==> config.mk <==
export PLATFORM = sky130hd
export DESIGN_NAME = minmax_tracker
export DESIGN_NICKNAME = d
export VERILOG_FILES = /design/src/rtl/minmax_pkg.sv /design/src/rtl/comparator_Nbit.sv /design/src/rtl/minmax_tracker.sv
export SDC_FILE = /design/constraint.sdc
export NUM_CORES = 1
export LEC_CHECK = 0
export CAP_MARGIN = 10
export CORE_MARGIN = 2
export CORE_UTILIZATION = 25
export DETAILED_ROUTE_END_ITERATION = 12
export GPL_TIMING_DRIVEN = 1
export HOLD_SLACK_MARGIN = 0.05
export RECOVER_POWER = 25
export SYNTH_ARGS = -nofsm -noshare
export SYNTH_HDL_FRONTEND = slang
export SYNTH_SLANG_ARGS = --single-unit
==> constraint.sdc <==
create_clock -name clk -period 2 [get_ports clk]
set_input_delay 0.6 -clock clk [delete_from_list [all_inputs] [get_ports clk]]
set_output_delay 0.6 -clock clk [all_outputs]
set_load 0.02 [all_outputs]
==> src/rtl/minmax_pkg.sv <==
// Shared types and sizing helpers for the min/max window tracker.
package minmax_pkg;

  typedef enum logic {
    EMPTY = 1'b0,
    TRACK = 1'b1
  } state_t;

  function automatic int cw_of(input int window);
    return $clog2(window + 1);
  endfunction

endpackage

==> src/rtl/comparator_Nbit.sv <==
// Unsigned N-bit magnitude comparator: g when a > b, l when a < b.
module comparator_Nbit #(
  parameter int N = 4
) (
  input  logic [N-1:0] a,
  input  logic [N-1:0] b,
  output logic         g,
  output logic         l
);

  assign g = (a > b);
  assign l = (a < b);

endmodule

==> src/rtl/minmax_tracker.sv <==
// Windowed running max/min tracker over unsigned samples.
// Define MINMAX_INDEX_EN to add max_idx/min_idx position outputs.
module minmax_tracker
  import minmax_pkg::*;
#(
  parameter int N      = 4,
  parameter int WINDOW = 4,
  parameter int CW     = cw_of(WINDOW)
) (
  input  logic          clk,
  input  logic          rst,
  input  logic          clear,
  input  logic          in_valid,
  input  logic [N-1:0]  in_data,
  output logic [CW-1:0] sample_cnt,
  output logic [N-1:0]  res_max,
  output logic [N-1:0]  res_min,
`ifdef MINMAX_INDEX_EN
  output logic [CW-1:0] max_idx,
  output logic [CW-1:0] min_idx,
`endif
  output logic          window_done,
  output logic          out_valid
);

  state_t        state;
  state_t        state_nx;
  logic [N-1:0]  cur_max;
  logic [N-1:0]  cur_min;
  logic          g_max;
  logic          l_max;
  logic          g_min;
  logic          l_min;
  logic          take;
  logic          last;
  logic          upd_max;
  logic          upd_min;
  logic [N-1:0]  nx_max;
  logic [N-1:0]  nx_min;
  logic          unused_cmp;

  comparator_Nbit #(.N(N)) u_cmp_max (
    .a (in_data),
    .b (cur_max),
    .g (g_max),
    .l (l_max)
  );

  comparator_Nbit #(.N(N)) u_cmp_min (
    .a (in_data),
    .b (cur_min),
    .g (g_min),
    .l (l_min)
  );

  assign unused_cmp = &{1'b0, l_max, g_min};

  always_ff @(posedge clk) begin
    if (rst) state <= EMPTY;
    else     state <= state_nx;
  end

  always_comb begin
    state_nx = state;
    if (clear)
      state_nx = EMPTY;
    else if (in_valid)
      state_nx = last ? EMPTY : TRACK;
  end

  always_comb begin
    take    = in_valid && !clear;
    last    = (sample_cnt == CW'(WINDOW - 1));
    upd_max = (state == EMPTY) || g_max;
    upd_min = (state == EMPTY) || l_min;
    nx_max  = upd_max ? in_data : cur_max;
    nx_min  = upd_min ? in_data : cur_min;
  end

  always_ff @(posedge clk) begin
    if (rst) begin
      cur_max     <= '0;
      cur_min     <= '0;
      sample_cnt  <= '0;
      res_max     <= '0;
      res_min     <= '0;
      window_done <= 1'b0;
      out_valid   <= 1'b0;
    end else begin
      window_done <= 1'b0;
      if (clear) begin
        sample_cnt <= '0;
      end else if (take) begin
        cur_max <= nx_max;
        cur_min <= nx_min;
        if (last) begin
          sample_cnt  <= '0;
          res_max     <= nx_max;
          res_min     <= nx_min;
          window_done <= 1'b1;
          out_valid   <= 1'b1;
        end else begin
          sample_cnt <= sample_cnt + 1'b1;
        end
      end
    end
  end

`ifdef MINMAX_INDEX_EN
  logic [CW-1:0] cur_max_idx;
  logic [CW-1:0] cur_min_idx;
  logic [CW-1:0] nx_max_idx;
  logic [CW-1:0] nx_min_idx;

  // Strict compares leave ties on the earlier position.
  assign nx_max_idx = upd_max ? sample_cnt : cur_max_idx;
  assign nx_min_idx = upd_min ? sample_cnt : cur_min_idx;

  always_ff @(posedge clk) begin
    if (rst) begin
      cur_max_idx <= '0;
      cur_min_idx <= '0;
      max_idx     <= '0;
      min_idx     <= '0;
    end else if (take) begin
      cur_max_idx <= nx_max_idx;
      cur_min_idx <= nx_min_idx;
      if (last) begin
        max_idx <= nx_max_idx;
        min_idx <= nx_min_idx;
      end
    end
  end
`endif

endmodule

---- Yosys cells after proc, flatten, opt, wreduce, memory -nomap -nowiden ----
Index checks and enable logic that the tools add are counted.
word-level totals
  register bits after elaboration ......... 22
  bits of input ports ..................... 8
  output and inout port bits .............. 13
  word-level logic and storage cells ...... 28
cells by class
  add/sub/neg operators ................... 1
  $lt $le $gt $ge ......................... 2
  equality and inequality tests ........... 1
  mux-type cells .......................... 5
  bitwise operators ....................... 3
  reduce and logical (&&, ||, !) cells .... 8
operators with widths
  operator                                                               count
  4-bit 2-to-1 mux                                                       2
  4-bit greater-than comparator                                          1
  4-bit < comparator                                                     1
  3-bit by 1-bit adder with 3-bit output, second input constant          1
  3-bit by 2-bit equality test with 1-bit output, second input constant  1
  3-bit 2-to-1 mux                                                       1
  1-bit inverter                                                         3
  3-bit AND reduction                                                    1
  3-bit OR reduction                                                     1
  1-bit logical OR                                                       2
  1-bit 2-to-1 mux                                                       2
  2-bit AND reduction                                                    1
  2-bit OR reduction                                                     1
  1-bit logical AND                                                      1
  1-bit zero test                                                        1

---- Depth between registers and ports, before layout ----
  word-level depth ........................ 4
  mapped depth ............................ 6
  depth with buffers taken out ............ 6

---- Hierarchy ----
Synthesis repeated with hierarchy kept, for this count alone.
second synthesis, totals
  cell total of the unflattened synthesis .. 140
  area total of the unflattened synthesis .. 1,167.4 um^2
modules (own cells, without submodules)
  module           times used  cells each  area an instance (um^2)  seq. area each (um^2)
  minmax_tracker   1           110         939.7                    440.4
  comparator_Nbit  2           15          113.9                    0.0

---- Least setup slack after synthesis ----
Ideal clock, no wire load.
  kind .................................... input port to flip-flop
  start point ............................. input in_data[2]
  end point ............................... register cur_min[0]
  library setup time ...................... 0.118 ns
  arrival ................................. 1.732 ns
  data required time ...................... 1.882 ns
  path slack .............................. 0.149 ns
  cell stages on the path ................. 5
  path buffers ............................ 0
  cells stage by stage .................... ha_1 o21a_1 o21a_2 a211o_4 mux2i_1
on the way
  word-level cells in the longest chain between the ends .. 3
ends and longest elaborated chain
  element               line                   text
  from (decl)           minmax_tracker.sv:14   input logic [N-1:0] in_data,
  4-bit < comparator    comparator_Nbit.sv:12  assign l = (a < b);
  1-bit logical OR      minmax_tracker.sv:75   upd_min = (state == EMPTY) || l_min;
  4-bit 2-to-1 mux      minmax_tracker.sv:77   nx_min = upd_min ? in_data : cur_min;
  to (signal assigned)  minmax_tracker.sv:95   cur_min <= nx_min;
  to (decl)             minmax_tracker.sv:29   logic [N-1:0] cur_min;
No other way between the ends.
A chain may end at the register's enable or synchronous reset.

---- Final worst setup path ----
  start point ............................. input in_data[2]
  end point ............................... register cur_min[3]
The elaborated chain is that of the path after synthesis.

==> out/qor.yml <==
logic_synthesis:
  synthSimpleGateAreaFrac_pct: 31.6
  syn-num-nets: 153
  netlist-cell-type-count: 30
  synth-xor-area-share_pct: 0
  ys_seq_area_share_pct: 35.7
  syn_area_um2: 1230
  syn_inst: 137
  synth_top_family_by_area: "simple AND/OR/NAND/NOR gates"
  synth_fa_ha_area_share_pct: 8.12
  yosysWarnings: 0
  synth_compound_area_share_pct: 11.2
  synth_seq_cells: 22
  syn_avg_cell_area_um2: 9.00
  synth.area.mux_share_pct: 7.31
pwr:
  ir_worst_vdd_uv: 251
  power.share.sequential_pct: 52.3
  power_density_nw_per_um2: 498
  pwr-share-comb_pct: 17.1
  swShare_pct: 25.1
  p_int_uw: 660
  clock_power_share_pct: 30.6
  power_uw: 881
  p_leak_nw: 0.685
  switchingPower_uw: 221
setup_path:
  required_ps: 2150
  cpPeakStageDelay_ps: 360
  worstPathArrival_ps: 2050
  crit_fanout: 4
  reg2reg_slack_ps: 310
  cp_top_family: "compound AO/OA/AOI/OAI gates"
  crit_path_end_kind: "register"
  cpMaxStageDelayCell: "a211o_4"
  crit_buf_inv: 1
  crit_type: "in -> reg"
  cp-start-kind: "primary input"
  timing.critical_path.cells: "dlygate4sd2_1 > ha_1 > o21a_1 > o21a_2 > a211o_4 > mux2i_1"
place:
  hpwl_um: 2230
  place_area_um2: 1640
  place_ws_ps: -420
  io_buffer_count: 20
  placed_cells_incl_taps: 239
  place_congestion: 0.770
sta:
  fin_setup_tns_ps: 0
  worst_pin_slew_ps: 337
  fin_ws_ps: 97.4
  hold_slack_ps: 473
  period_minus_slack_ps: 1900
  hold_violations: 0
  slew_headroom_pct: 77.4
  fmax_mhz: 526
  min_period_over_period_pct: 95.1
  finalMaxSlewViolations: 0
  setup_viol: 0
  grt_setup_unrepaired: "false"
  fin_worst_skew_ps: 2.12
route:
  finalWirelength_um: 2870
  first_iter_violations: 31
  drc: 0
  num_vias: 1084
  dr.pass1.iters: 4
  antenna_left: 0
  wl_per_cell_um: 11.9
  via_per_inst: 4.48
min_path:
  min_path_type: "reg -> reg"
clock_tree:
  cts-root-buf: "clkbuf_8"
  postCtsHoldBufs: 0
  insertion_delay_ps: 260
  postCtsSetupRepairBufs: 0
  path_clk_slew_ps: 70
  cts-htree-levels: 1
  cts_tree: "built"
  clock-sinks: 22
  cts.path.max_buffers: 2
  cts_inserted_buffers: 3
floorplanning:
  start_util_pct: 26.1
  die_x_um: 74.2
  dieArea_um2: 5510
  core_um2: 4720
  die_h_um: 74.2
  io_pins: 21
  rows: 25
layout:
  final_cell_mix: "dfxtp_1 (22), nand2b_1 (17), buf_4 (17)"
  area_growth_syn_to_layout_pct: 43.5
  final_cells: 242
  utilization_pct: 37.4
  finalNetCount: 193
  drive_above_1_share_pct: 25.1
  antenna_cells: 0
  finish.instance_area_um2: 1770
  layout_commonest_cell: "dfxtp_1"
run_status:
  status: "completed"
global_route:
  grt_max_degree: 27
  grt_pass1_vias: 1047
  antenna_found_initial: 0
  grt_pass1_wl_um: 5010
  gr-total-overflow: 0
  grt_usage_pct: 11.8
job:
  drv_cap: 0
-- worst register-to-register path, stage by stage (launching register included) --
cell and delay (ps):
dfxtp_1 380, inv_1 60, ha_1 310, nor4b_2 350, buf_4 210, nor4_2 50, nor4_1 230
-- power by group through the flow --
stage	combinational, mW	sequential (mW)	clock, mW
after floorplan	0.0793	0.468	0
after global placement	0.141	0.470	0
after detailed placement	0.143	0.470	0
after CTS	0.150	0.460	0.279
after global routing	0.167	0.463	0.297
final	0.151	0.461	0.269
-- final timing paths --
check / start / to / cells past startpoint
max: in_data[2] / cur_min[3]$_SDFFE_PP0P_ / 6
min: out_valid$_SDFFE_PP0P_ / out_valid$_SDFFE_PP0P_ / 2
max reg2reg: cur_max[2]$_SDFFE_PP0P_ / res_max[0]$_SDFFE_PP0P_ / 6
min reg2reg: out_valid$_SDFFE_PP0P_ / out_valid$_SDFFE_PP0P_ / 2
-- sequential cells by signal (all words and copies together) (netlist names) --
signal       cells
cur_max          4
cur_min          4
res_max          4
res_min          4
sample_cnt       3
out_valid        1
state            1
window_done      1
-- cell families after synthesis --
logic type / Yosys count
compound gates: 18
fa+ha+maj: 8
buf+inv: 15
flops: 22
mux: 9
simple gates: 65
-- what timing repair did --
item,CTS,global route
resized for setup,15,7
pin swaps,2,5
endpoints found under the setup margin,12,8
hold endpoints to repair,0,0
gates cloned,0,0
-- synthesized netlist by cell type --
cell type	count	share of area, %
dfxtp_1	22	36
nand2b_1	17	8.6
nor4_1	16	8.1
nor2_1	12	3.7
inv_1	10	3.0
mux2i_1	9	7.3
ha_1	8	8.1
nor3_1	7	2.8
a21oi_1	5	2.0
a311oi_1	4	2.8
o21a_1	3	1.8
buf_6	2	1.8
clkbuf_1	2	0.61
nand2_1	2	0.61
nor2b_1	2	1.0
o21ai_2	2	1.4
a211o_4	1	1.4
and3_1	1	0.51
and4_1	1	0.71
and4bb_1	1	1.0
buf_4	1	0.61
nand2_2	1	0.51
nand3_1	1	0.41
nand3_2	1	0.81
nor3b_2	1	1.0
nor4b_2	1	1.2
o21a_2	1	0.71
o21ai_0	1	0.41
o22ai_1	1	0.51
or3_1	1	0.51
-- layer usage --
metal | vias to the layer above | part of all wire, % | GRT usage (%) | wire length, um
met1 | 490 | 50 | 16.3 | 1450
met4 | 0 | 0.63 | 2.38 | 18
li1 | 573 | - | - | -
met2 | 19 | 46 | 18.1 | 1310
met3 | 2 | 3.4 | 3.79 | 97
met5 | - | 0 | 0 | 0
-- layout make-up --
cell class / count / area, um^2
well taps: 67 / 83.8
multi-input cells: 100 / 803
clock buffers: 3 / 41.3
flip-flops and latches: 22 / 440
repair buffers: 40 / 362
inverters: 10 / 37.5
fillers: 471 / 2960
(Power assumes the default switching activity.)
